===== src/rtl/sp1_ram_ctrl_pkg.sv =====
// Shared encodings for the sp1_ram initiator and its response FIFO.
package sp1_ram_ctrl_pkg;
  typedef enum logic [1:0] {
    S_IDLE = 2'd0,
    S_RD   = 2'd1,
    S_WR   = 2'd2
  } state_t;

  localparam int RSP_DEPTH = 4;
  localparam int RSP_CW    = $clog2(RSP_DEPTH + 1);
endpackage


===== src/rtl/sp1_rsp_fifo.sv =====
// Small synchronous FIFO (power-of-two depth) with simultaneous push/pop.
module sp1_rsp_fifo #(
  parameter int W     = 33,
  parameter int DEPTH = 4,
  parameter int CW    = $clog2(DEPTH + 1)
) (
  input  logic          clk,
  input  logic          rst,
  input  logic          push,
  input  logic [W-1:0]  din,
  input  logic          pop,
  output logic [W-1:0]  dout,
  output logic [CW-1:0] count,
  output logic          empty
);
  localparam int PW = $clog2(DEPTH);

  logic [W-1:0]  r_mem [DEPTH];
  logic [PW-1:0] r_wp, r_rp;
  logic [CW-1:0] r_count;
  logic          w_push, w_pop;

  // A push into a full FIFO is only taken when a pop frees a slot in the same cycle.
  assign w_pop  = pop & (r_count != '0);
  assign w_push = push & ((r_count != CW'(DEPTH)) | w_pop);

  always_ff @(posedge clk or posedge rst) begin
    if (rst) begin
      r_wp    <= '0;
      r_rp    <= '0;
      r_count <= '0;
    end else begin
      if (w_push) r_wp <= r_wp + PW'(1);
      if (w_pop)  r_rp <= r_rp + PW'(1);
      r_count <= r_count + CW'(w_push) - CW'(w_pop);
    end
  end

  always_ff @(posedge clk) begin
    if (w_push) r_mem[r_wp] <= din;
  end

  assign dout  = r_mem[r_rp];
  assign count = r_count;
  assign empty = (r_count == '0);
endmodule


===== src/rtl/sp1_ram_ctrl.sv =====
// Burst initiator for the sp1_ram single-port RAM: request channel in,
// write-data stream in, buffered read-data stream out.
module sp1_ram_ctrl
  import sp1_ram_ctrl_pkg::*;
#(
  parameter int AW = 6,
  parameter int DW = 32,
  parameter int LW = 4
) (
  input  logic          clk,
  input  logic          rst,
  input  logic          req_valid,
  output logic          req_ready,
  input  logic          req_we,
  input  logic [AW-1:0] req_adr,
  input  logic [LW-1:0] req_len,
  input  logic          wd_valid,
  output logic          wd_ready,
  input  logic [DW-1:0] wd_data,
  output logic          rd_valid,
  input  logic          rd_ready,
  output logic [DW-1:0] rd_data,
  output logic          rd_last,
  output logic          wr_done,
  output logic          busy,
  output logic          ram_cs,
  output logic          ram_we,
  output logic [AW-1:0] ram_adr,
  output logic [DW-1:0] ram_din,
  input  logic [DW-1:0] ram_dout
);
  state_t            r_state;
  logic [AW-1:0]     r_addr;
  logic [LW-1:0]     r_cnt;
  logic              r_inflight, r_inflight_last, r_wr_done;
  logic [DW-1:0]     r_din;

  logic [DW:0]       w_fifo_dout;
  logic [RSP_CW-1:0] w_count, w_occ;
  logic              w_empty, w_rd_issue, w_wr_beat, w_pop;

  // Slots already promised (buffered + one read in the RAM pipe) gate each new issue.
  assign w_occ      = w_count + RSP_CW'(r_inflight);
  assign w_rd_issue = (r_state == S_RD) && (w_occ < RSP_CW'(RSP_DEPTH));
  assign w_wr_beat  = (r_state == S_WR) && wd_valid;
  assign w_pop      = rd_valid & rd_ready;

  always_ff @(posedge clk or posedge rst) begin
    if (rst) begin
      r_state         <= S_IDLE;
      r_addr          <= '0;
      r_cnt           <= '0;
      r_inflight      <= 1'b0;
      r_inflight_last <= 1'b0;
      r_wr_done       <= 1'b0;
      r_din           <= '0;
    end else begin
      r_inflight      <= w_rd_issue;
      r_inflight_last <= w_rd_issue && (r_cnt == '0);
      r_wr_done       <= w_wr_beat && (r_cnt == '0);
      if (w_wr_beat) r_din <= wd_data;
      case (r_state)
        S_IDLE: if (req_valid) begin
          r_addr  <= req_adr;
          r_cnt   <= req_len;
          r_state <= req_we ? S_WR : S_RD;
        end
        S_RD: if (w_rd_issue) begin
          r_addr <= r_addr + AW'(1);
          r_cnt  <= r_cnt - LW'(1);
          if (r_cnt == '0) r_state <= S_IDLE;
        end
        S_WR: if (w_wr_beat) begin
          r_addr <= r_addr + AW'(1);
          r_cnt  <= r_cnt - LW'(1);
          if (r_cnt == '0) r_state <= S_IDLE;
        end
        default: r_state <= S_IDLE;
      endcase
    end
  end

  // RAM output is captured one edge after the issue, tagged with its last flag.
  sp1_rsp_fifo #(
    .W     (DW + 1),
    .DEPTH (RSP_DEPTH),
    .CW    (RSP_CW)
  ) u_rsp_fifo (
    .clk   (clk),
    .rst   (rst),
    .push  (r_inflight),
    .din   ({r_inflight_last, ram_dout}),
    .pop   (w_pop),
    .dout  (w_fifo_dout),
    .count (w_count),
    .empty (w_empty)
  );

  assign req_ready = (r_state == S_IDLE) & ~rst;
  assign wd_ready  = (r_state == S_WR);
  assign rd_valid  = ~w_empty;
  assign rd_data   = w_fifo_dout[DW-1:0];
  assign rd_last   = ~w_empty & w_fifo_dout[DW];
  assign wr_done   = r_wr_done;
  assign busy      = (r_state != S_IDLE) | r_inflight | ~w_empty;

  // The RAM corrupts mem[adr] when deselected, so it stays selected whenever out of reset.
  assign ram_cs  = ~rst;
  assign ram_we  = w_wr_beat;
  assign ram_adr = r_addr;
  assign ram_din = w_wr_beat ? wd_data : r_din;
endmodule


===== config.mk =====
export PLATFORM = sky130hd
export DESIGN_NAME = sp1_ram_ctrl
export DESIGN_NICKNAME = d
export VERILOG_FILES = /design/src/rtl/sp1_ram_ctrl_pkg.sv /design/src/rtl/sp1_rsp_fifo.sv /design/src/rtl/sp1_ram_ctrl.sv
export SDC_FILE = /design/constraint.sdc
export NUM_CORES = 1
export LEC_CHECK = 0
export CAP_MARGIN = 20
export CORE_AREA = 2 2 124 114
export CTS_BUF_LIST = sky130_fd_sc_hd__clkbuf_8
export CTS_CLUSTER_DIAMETER = 50
export DETAILED_ROUTE_END_ITERATION = 10
export DIE_AREA = 0 0 126 116
export PLACE_DENSITY_LB_ADDON = 0.12
export SYNTH_ARGS = -nofsm -noshare
export SYNTH_HDL_FRONTEND = slang
export SYNTH_SLANG_ARGS = --single-unit

===== constraint.sdc =====
create_clock -name clk -period 6.7 [get_ports clk]
set_clock_uncertainty 0.15 [all_clocks]
set_input_delay 1.34 -clock clk [delete_from_list [all_inputs] [get_ports clk]]
set_output_delay 1.34 -clock clk [all_outputs]
set_load 0.05 [all_outputs]

==> results.txt <==
Worst-Margin Slew: 1.034 ns
layout cells sized above 1: 18.86%
reg2reg end: r_din[25]
Final Hold Fails: 0
top cells by area, synth: edfxtp_1 (54%), dfrtp_1 (18%), mux4_2 (10%)
Slew HR: 31.08%
MaxCap Viol Count: 0
switching share of power: 42.07%
Synth area leader: edfxtp_1
Die Span Y: 116 um
total CTS buffers: 17
R2R depth: 5
part of the cycle the worst path needs: 81.22%
clock root buffer: clkbuf_8
largest net degree at the start of global routing: 55
RSZ-0062 raised after global routing: false
Logic pwr share: 50.5%
Final Max Tran Viols: 0
die boundary width: 126 um
fin crit period: 5.442 ns
Power Dens Cells: 500.7 nW/um^2
multi-input logic area: 1834 sq um
Post-Syn Instances: 386
Clk pwr share: 15.6%
area after detailed placement: 9045 sq um
io pins: 158
htree depth: 4
final setup fails: 0
clock insertion delay at the later pin of the skew report: 0.45 ns
initial antenna violation count: 0
status: completed
GP Congestion: 0.7700
drt pass-1 iters: 4
Syn Std Cell Area: 7307 sq um
slowest cell delay on critical path: 0.75 ns
Hold Startpoint: r_din[19]
Worst R2R Setup Slack: 4.23 ns
Worst setup EP type: primary output
clock sinks: 186
synthesis-to-finish area growth: 29.11%
Yosys Warn Count: 0
Synth top area share: 54.25%
register area: 5316 sq um
Cell Int Power: 2.736 mW
CTS tree: built
syn nets: 479
total power: 4.724 mW
Max VDD drop: 0.3755 mV
hold buffers post-CTS: 0
syn avg cell area: 18.93 sq um
Lkg Pwr: 3.423 nW
switching power: 1.987 mW
port bufs: 157
Worst path most repeated cell: clkdlybuf4s50_1
crit-path max FO: 25
Via-to-Cell Ratio: 5.463
vias in the first global route: 4302
hold slack: 0.3523 ns
first-pass GRT wire length: 22.03 mm
antenna diode count: 0
Reg power frac: 33.9%
CP Data Arrival Time: 3.95 ns
total gr overflow: 0
area of the core: 13210 sq um
Fillers: 859
HPWL Detailed: 8.854 mm
critical path class: in2out
antenna viol nets, final: 0
final layout net count: 643
CP required: 5.21 ns
Yosys reg bits: 186
DRT iter0 DRCs: 238
Crit Reg-Reg Startpoint: r_state[0]
Layout Utilization: 71.40%
Total Routing Usage GR: 20.00%
routed length per instance: 18.72 um
Row Count: 40
Hold Crit Endpoint: r_din[19]
Hold Path Cell Cnt: 1
# DRC: 0
DIE AREA: 14620 sq um
sequential cell area fraction in the yosys report: 72.74%
final wirelength: 13.66 mm
initial core utilization: 55.30%
via count: 3988
Setup TNS Final: 0 ns
CTS clock-pin slew for the worst setup and hold paths: 0.08 ns
Synth cell types: 38
setup bufs post-CTS: 0
PostCTS Resize Cnt: 0
Fmax achieved: 183.8 MHz
Startpoint Class: input port
slowest cell on the critical path: nand2_1
cell area after layout: 9434 sq um
CP cell instances: clkdlybuf4s50_1 -> nand2_1 -> buf_4 -> mux2_2 -> clkdlybuf4s50_1
Hold WC Path Type: reg2reg
Bufs on Longest Clock Path: 2
-- logic make-up (layout without fill, tap and decap cells) --
family	after synthesis	after routing	synth area share [%]
xor gates and xnor gates	6	6	0.7192
adders and majority gates	13	13	2.329
and+or+nand+nor	46	46	3.510
DFF	186	186	72.74
AOI/OAI and AO/OA	27	27	2.620
buffers and inverters	38	214	2.226
muxes	70	70	15.86
-- worst max-delay path: cells and delay by family --
kind | cells | cell delay, ns
buffers and inverters | 3 | 1.48
muxes | 1 | 0.37
and+or+nand+nor | 1 | 0.75
-- final cells by class --
type                            count  share of cell area (%)
Sequential cell                   186                   56.35
Multi-Input combinational cell    162                   19.44
Timing Repair Buffer              161                   16.98
Clock buffer                       17                   2.480
Tap cell                          168                   2.228
Clock inverter                     14                   1.645
Inverter                           22                  0.8753
-- state kept, by name, summed over array words and instances (netlist names), 2 cells and up --
name              count
u_rsp_fifo.r_mem    132
r_din                32
ram_adr               6
r_cnt                 4
u_rsp_fifo.count      3
r_state               2
u_rsp_fifo.r_rp       2
u_rsp_fifo.r_wp       2
-- through the flow --
| stage | std cells | setup WS [ns] |
|---|---|---|
| final | 730 | 1.258 |
| after global routing | 730 | 1.106 |
| after CTS | 730 | 1.216 |
| after detailed placement | 699 | 1.218 |
| after global placement | 699 | 1.300 |
| after floorplan | 386 | 2.470 |
-- how the worst max path moves through the flow --
stage / from / end / slack, ns / depth (start not counted)
finish: wd_valid / ram_din[25] / 1.26 / 5
global placement: wd_valid / ram_din[29] / 1.30 / 5
floorplan: rst / ram_cs / 2.47 / 1
global route: wd_valid / ram_din[25] / 1.11 / 5
CTS: wd_valid / ram_din[25] / 1.22 / 5
detailed placement: wd_valid / ram_din[25] / 1.22 / 5
-- power groups by stage --
stage                     clock network [mW]  registers (mW)  logic, mW
after global routing                   0.805            1.63       2.52
final                                  0.737            1.60       2.39
after detailed placement                   0            1.63       2.40
after CTS                              0.755            1.60       2.41
after global placement                     0            1.61       2.37
after floorplan                            0            1.63       1.69
-- cell usage after synthesis --
library cell and count:
fa_1 1, a31oi_1 2, xor2_1 2, nand4_1 1
and2_4 1, a41oi_1 4, edfxtp_1 132, a221oi_2 1
and2_1 6, or3_1 2, a222oi_1 1, o21ai_0 3
nand3_1 7, nand2b_1 3, o211a_1 1, nand2_1 9
and3_1 4, nor2b_1 1, xnor2_1 4, mux4_2 33
inv_1 22, or3b_4 1, clkbuf_1 5, o41a_1 1
o211ai_1 5, a21oi_1 9, buf_6 1, mux2_4 1
and3_4 1, ha_1 12, mux2_2 32, nor3_1 4
nor4_1 1, or3b_2 1, nor2_1 4, buf_2 10
mux2i_1 4, dfrtp_1 54
-- per-layer routing --
metal  global-route usage [%]  part of all wire [%]
met4                    6.300                  0.83
met1                    25.36                    41
met3                    7.156                   7.2
met2                    32.94                    51
met5                        0                     0
-- cell usage in the layout, fill, tap and decap left out, types with 3 or more instances in the layout --
cell type / n
edfxtp_1: 132
bufinv_16: 3
o21ai_0: 3
a41oi_1: 4
mux2_2: 32
clkinv_1: 4
inv_1: 23
clkdlybuf4s50_1: 157
and3_1: 4
mux2i_1: 4
mux4_2: 33
nand2_1: 9
nor3_1: 4
a21oi_1: 9
ha_1: 12
nor2_1: 4
xnor2_1: 4
buf_4: 4
dfrtp_1: 53
clkbuf_8: 17
nand2b_1: 3
and2_2: 4
o211ai_1: 5
nand3_1: 7
Power figures use the tool's default switching activity.
